[src/rtl/vcdl_delay_scan.sv]
// VCDL tap-delay calibration: sweeps taps 0..31, majority-votes the synchronized
// feedback per tap and loads the first low->high tap (or DEFAULT_DELAY).
//
// state     | meaning
// ----------+-----------------------------------------------------------
// ST_RST    | cycle following a reset edge; outputs at reset values
// ST_INIT   | load DEFAULT_DELAY into the delay line
// ST_IDLE   | wait for start_i / manual_ld_i
// ST_MLOAD  | load captured manual tap
// ST_LOAD   | load current scan tap
// ST_SETTLE | let the delay line and synchronizer settle
// ST_SAMPLE | count synchronized feedback ones
// ST_EVAL   | majority vote, edge detect, advance tap
// ST_APPLY  | load found edge tap or DEFAULT_DELAY
// ST_DONE   | one-cycle completion pulse
module vcdl_delay_scan #(
  parameter int         SETTLE_CYCLES = 16,
  parameter int         SAMPLE_LOG2   = 8,
  parameter logic [4:0] DEFAULT_DELAY = 5'd0
) (
  input  logic       delay_clk_i,
  input  logic       rst_i,
  input  logic       start_i,
  input  logic       manual_ld_i,
  input  logic [4:0] manual_delay_i,
  input  logic       fb_q_i,
  output logic [4:0] delay_o,
  output logic       delay_ld_o,
  output logic       busy_o,
  output logic       done_o,
  output logic       edge_found_o,
  output logic [4:0] edge_tap_o
);

  localparam logic [3:0] ST_RST    = 4'd0;
  localparam logic [3:0] ST_INIT   = 4'd1;
  localparam logic [3:0] ST_IDLE   = 4'd2;
  localparam logic [3:0] ST_MLOAD  = 4'd3;
  localparam logic [3:0] ST_LOAD   = 4'd4;
  localparam logic [3:0] ST_SETTLE = 4'd5;
  localparam logic [3:0] ST_SAMPLE = 4'd6;
  localparam logic [3:0] ST_EVAL   = 4'd7;
  localparam logic [3:0] ST_APPLY  = 4'd8;
  localparam logic [3:0] ST_DONE   = 4'd9;

  localparam int CNT_W = SAMPLE_LOG2 + 1;
  localparam int SET_W = $clog2(SETTLE_CYCLES);
  localparam int TMR_W = (SET_W > CNT_W) ? SET_W : CNT_W;

  localparam logic [TMR_W-1:0] SETTLE_LAST = TMR_W'(SETTLE_CYCLES - 1);
  localparam logic [TMR_W-1:0] SAMPLE_LAST = TMR_W'((1 << SAMPLE_LOG2) - 1);
  localparam logic [CNT_W-1:0] HIGH_THR    = CNT_W'(1 << (SAMPLE_LOG2 - 1));

  logic [3:0]       state;
  logic             fb_meta;
  logic             fb_sync;
  logic [4:0]       tap;
  logic [4:0]       manual_q;
  logic [4:0]       delay_q;
  logic [TMR_W-1:0] timer;
  logic [CNT_W-1:0] ones_cnt;
  logic             prev_high;
  logic             high;
  logic             edge_found_q;
  logic [4:0]       edge_tap_q;

  assign high         = (ones_cnt >= HIGH_THR);
  assign busy_o       = (state == ST_LOAD) || (state == ST_SETTLE) || (state == ST_SAMPLE) ||
                        (state == ST_EVAL) || (state == ST_APPLY);
  assign done_o       = (state == ST_DONE);
  assign edge_found_o = edge_found_q;
  assign edge_tap_o   = edge_tap_q;

  // delay_o is combinational in load states so it is valid alongside the strobe
  always_comb begin
    delay_o    = delay_q;
    delay_ld_o = 1'b0;
    case (state)
      ST_INIT: begin
        delay_o    = DEFAULT_DELAY;
        delay_ld_o = 1'b1;
      end
      ST_MLOAD: begin
        delay_o    = manual_q;
        delay_ld_o = 1'b1;
      end
      ST_LOAD: begin
        delay_o    = tap;
        delay_ld_o = 1'b1;
      end
      ST_APPLY: begin
        delay_o    = edge_found_q ? edge_tap_q : DEFAULT_DELAY;
        delay_ld_o = 1'b1;
      end
      default: ;
    endcase
  end

  always_ff @(posedge delay_clk_i) begin
    if (rst_i) begin
      state        <= ST_RST;
      fb_meta      <= 1'b0;
      fb_sync      <= 1'b0;
      tap          <= 5'd0;
      manual_q     <= 5'd0;
      delay_q      <= DEFAULT_DELAY;
      timer        <= '0;
      ones_cnt     <= '0;
      prev_high    <= 1'b0;
      edge_found_q <= 1'b0;
      edge_tap_q   <= 5'd0;
    end else begin
      fb_meta <= fb_q_i;
      fb_sync <= fb_meta;
      delay_q <= delay_o;
      case (state)
        ST_RST:   state <= ST_INIT;
        ST_INIT:  state <= ST_IDLE;
        ST_IDLE: begin
          if (start_i) begin
            tap          <= 5'd0;
            edge_found_q <= 1'b0;
            edge_tap_q   <= 5'd0;
            state        <= ST_LOAD;
          end else if (manual_ld_i) begin
            manual_q <= manual_delay_i;
            state    <= ST_MLOAD;
          end
        end
        ST_MLOAD: state <= ST_IDLE;
        ST_LOAD: begin
          timer <= SETTLE_LAST;
          state <= ST_SETTLE;
        end
        ST_SETTLE: begin
          if (timer == '0) begin
            timer <= SAMPLE_LAST;
            state <= ST_SAMPLE;
          end else begin
            timer <= timer - 1'b1;
          end
        end
        ST_SAMPLE: begin
          if (fb_sync) ones_cnt <= ones_cnt + 1'b1;
          if (timer == '0) state <= ST_EVAL;
          else             timer <= timer - 1'b1;
        end
        ST_EVAL: begin
          // tap 0 has no valid predecessor, so it can never be an edge
          if ((tap != 5'd0) && !prev_high && high && !edge_found_q) begin
            edge_found_q <= 1'b1;
            edge_tap_q   <= tap;
          end
          prev_high <= high;
          ones_cnt  <= '0;
          if (tap == 5'd31) begin
            state <= ST_APPLY;
          end else begin
            tap   <= tap + 5'd1;
            state <= ST_LOAD;
          end
        end
        ST_APPLY: state <= ST_DONE;
        ST_DONE:  state <= ST_IDLE;
        default:  state <= ST_IDLE;
      endcase
    end
  end

endmodule

[config.mk]
export PLATFORM = sky130hd
export DESIGN_NAME = vcdl_delay_scan
export DESIGN_NICKNAME = d
export VERILOG_FILES = /design/src/rtl/vcdl_delay_scan.sv
export SDC_FILE = /design/constraint.sdc
export NUM_CORES = 1
export LEC_CHECK = 0
export CAP_MARGIN = 20
export CORE_MARGIN = 3
export CORE_UTILIZATION = 40
export DETAILED_ROUTE_END_ITERATION = 12
export GPL_TIMING_DRIVEN = 0
export SETUP_SLACK_MARGIN = 0.5
export SLEW_MARGIN = 10
export SYNTH_ARGS = -nofsm -noshare
export SYNTH_HDL_FRONTEND = slang
export SYNTH_SLANG_ARGS = --single-unit
[constraint.sdc]
create_clock -name delay_clk_i -period 2.1 [get_ports delay_clk_i]
set_input_delay 0.42 -clock delay_clk_i [delete_from_list [all_inputs] [get_ports delay_clk_i]]
set_output_delay 0.42 -clock delay_clk_i [all_outputs]
set_load 0.02 [all_outputs]
==> results.yml <==
sta:
  finalHoldViolations: 0
  finClkSkew_ps: 5.29
  worst_hold_slack_ps: 451
  period_needed_ps: 2120
  max_clock_freq_mhz: 471
  final-max-slew-violation-count: 0
  finalSetupViolations: 5
  rsz0062_at_grt: "yes"
  fin_crit_sh_pct: 101
  worst_pin_slew_ps: 564
  layout_setup_ws_ps: -22.6
  relSlewSlack_pct: 62.1
clock_tree:
  htreeDepth: 2
  cts_tree: "done"
  cts_buffers: 5
  clk_latency_ps: 300
  clkTransAtPathRegs_ps: 80
  root_buffer: "clkbuf_8"
  cts_buffer_depth: 2
  cts_sinks: 46
setup_path:
  worstRegToRegCells: 8
  r2r-start: "state[2]"
  worst_path_most_repeated_cell: "buf_8"
  startpoint_type: "flip-flop"
  crit_path_max_incr_delay_ps: 340
  cp.arrival_ps: 1700
  crit_required_ps: 1680
  crit_type: "reg -> out"
  path_buf_inv: 3
  r2r_setup_slack_ps: 230
  path_max_fanout: 8
  slowest_stage: "dfxtp_2"
  path_cells: "buf_8 > buf_8 > and4b_1 > a31oi_1 > a2bb2oi_2 > nand2_2 > buf_6"
  r2r_end: "tap[2]"
  cp-end-kind: "primary output"
  path_delay_family: "compound AO/OA/AOI/OAI gates"
yosys:
  synth.avg_cell_area_um2: 8.79
  synth_edf_count: 0
  synth-warning-count: 0
  synth_seq_cells: 46
  netlist_instances: 283
  ys_types: 64
  async_flop_share_pct: 0
  synth_fp_nets: 300
  ys_seq_area_share_pct: 37.0
  synthesis.area_mm2: 0.00249
  synth-main-ff-cell: "dfxtp_1"
min_path:
  min_path_type: "reg -> reg"
  worst_hold_path.endpoint: "fb_sync"
  min_path_cells: 1
  worstHoldStart: "fb_meta"
power:
  irDropWorstVdd_mv: 0.350
  powerDensity_mw_per_mm2: 524
  finalPower_uw: 2070
  p_leak_uw: 0.00156
global_routing:
  grt_pass1_wl_um: 11700
  grt_use_met3_pct: 2.91
  antenna_found_initial: 0
  grt_pass1_vias: 2370
  grt_util_met1_pct: 27.6
  grt_max_degree: 14
  met2_usage_pct: 33.0
  grt-ovfl-total: 0
  grt_usage_pct: 20.2
  top_usage_layer: "met2"
routing:
  dr.pass1.iters: 4
  antenna_left: 0
  drtIter0Drc: 142
  num_vias: 2549
  wl_per_cell_um: 17.5
  wl_um: 7630
  drc: 0
  vias_per_cell: 5.85
die:
  dieArea_mm2: 0.00720
  num_rows: 28
  ios: 24
  die_w_um: 84.9
  core-area_mm2: 0.00596
  initial_core_util_pct: 41.8
  dieHeight_um: 84.9
final_layout:
  antennaDiodeCount: 0
  final_cell_mix: "buf_4 (36), dfxtp_1 (36), buf_6 (24)"
  drive_above_1_share_pct: 48.8
  fill_cells: 458
  syn2layout_area_growth_pct: 58.9
  fin_nets: 377
placement:
  gp_congestion: 0.786
  hpwl_um: 4600
  io_buffers: 23
run:
  maxCapViolations: 0
run_status:
  failed_checks: "setup timing"
  outcome: "finished with violations"
## power by group
group | internal (µW) | switching [µW]
Sequential | 891 | 31.9
Clock | 266 | 300
Combinational | 273 | 307
## what timing repair did
item	in CTS	in global routing
setup endpoints to repair	58	48
gates resized for setup	131	46
pin swaps	40	38
setup buffers	30	17
hold buffers	0	0
## worst max path at each step
stage / from / end / slack [ps] / depth (start not counted)
after global routing: state[0] / delay_o[0] / -90 / 7
after floorplan: timer[1] / timer[7] / 430 / 6
after CTS: state[0] / delay_o[4] / -30 / 7
after global placement: state[1] / delay_o[3] / -290 / 6
final: state[0] / delay_o[0] / -20 / 7
after detailed placement: state[1] / delay_o[3] / -290 / 6
## area by class of cell
type / instances / area [µm²] / share of cell area (%)
Buffer: 13 / 154 / 3.89
Clock buffer: 7 / 86.3 / 2.18
Clock inverter: 1 / 5.00 / 0.127
Inverter: 17 / 66.3 / 1.68
Multi-Input combinational cell: 207 / 1970 / 49.7
Sequential cell: 46 / 941 / 23.8
Tap cell: 75 / 93.8 / 2.37
Timing Repair Buffer: 70 / 639 / 16.2
## per-layer routing
| layer | vias up | part of all wire [%] |
|---|---|---|
| met3 | 14 | 4.4 |
| met5 | - | 0 |
| met2 | 56 | 50 |
| li1 | 1208 | - |
| met4 | 0 | 1.7 |
| met1 | 1271 | 44 |
## metrics by stage
stage                     util, %  setup slack, ps  instance area, µm²  setup TNS (ps)  std cells
final                        66.3            -22.6                3950           -73.8        436
after detailed placement     50.2             -293                2990           -4230        381
after floorplan                 -              427                2670               0        283
after global placement       50.2             -286                2990           -3950        381
after CTS                    60.9            -30.3                3630           -68.9        419
after global routing         66.3            -90.6                3950            -373        436
## flip-flops by register name, summed over array words and instances, names as in the netlist, 4 cells and up
register and cells:
timer 9, tap 5, manual_q 5, delay_q 5, ones_cnt 9, edge_tap_o 5, state 4
## synth_stat cells (2+ instances only)
cell type	instances	share of area (%)
a221oi_2	2	1.2
a31oi_1	7	1.8
a21oi_1	21	4.2
or4b_1	2	0.80
buf_2	5	1.0
a311oi_1	2	0.70
xnor2_1	2	0.70
nor3b_1	3	0.91
nor3_1	6	1.2
buf_4	2	0.60
a2bb2oi_1	5	1.8
o311ai_1	2	0.70
o221ai_1	2	0.70
nor2_1	19	2.9
and4b_1	6	2.4
a211oi_1	2	0.60
or4_1	2	0.60
o21ai_0	4	0.80
nand2b_1	2	0.50
inv_1	17	2.6
ha_1	7	3.5
clkbuf_1	4	0.60
and2_1	2	0.50
xor2_1	5	1.8
a22o_1	5	1.8
nor2b_1	6	1.5
o22ai_1	6	1.5
a22oi_1	2	0.60
a21o_1	3	0.91
dfxtp_1	46	37
o21ai_1	3	0.60
nand3_1	14	2.8
nand2_1	25	3.8
nor4b_2	2	1.2
or3_1	5	1.3
and3_1	6	1.5
o211ai_1	2	0.60
## cells by family (layout without fill, tap and decap cells)
kind of cell | Yosys count | after routing | synth area share [%]
and+or+nand+nor | 114 | 114 | 29.1
AOI/OAI and AO/OA | 78 | 78 | 22.1
DFF | 46 | 46 | 37.0
buffers and inverters | 30 | 108 | 5.38
adders and majority gates | 7 | 7 | 3.52
xor gates and xnor gates | 7 | 7 | 2.46
muxes | 1 | 1 | 0.402
(Power assumes the default switching activity.)
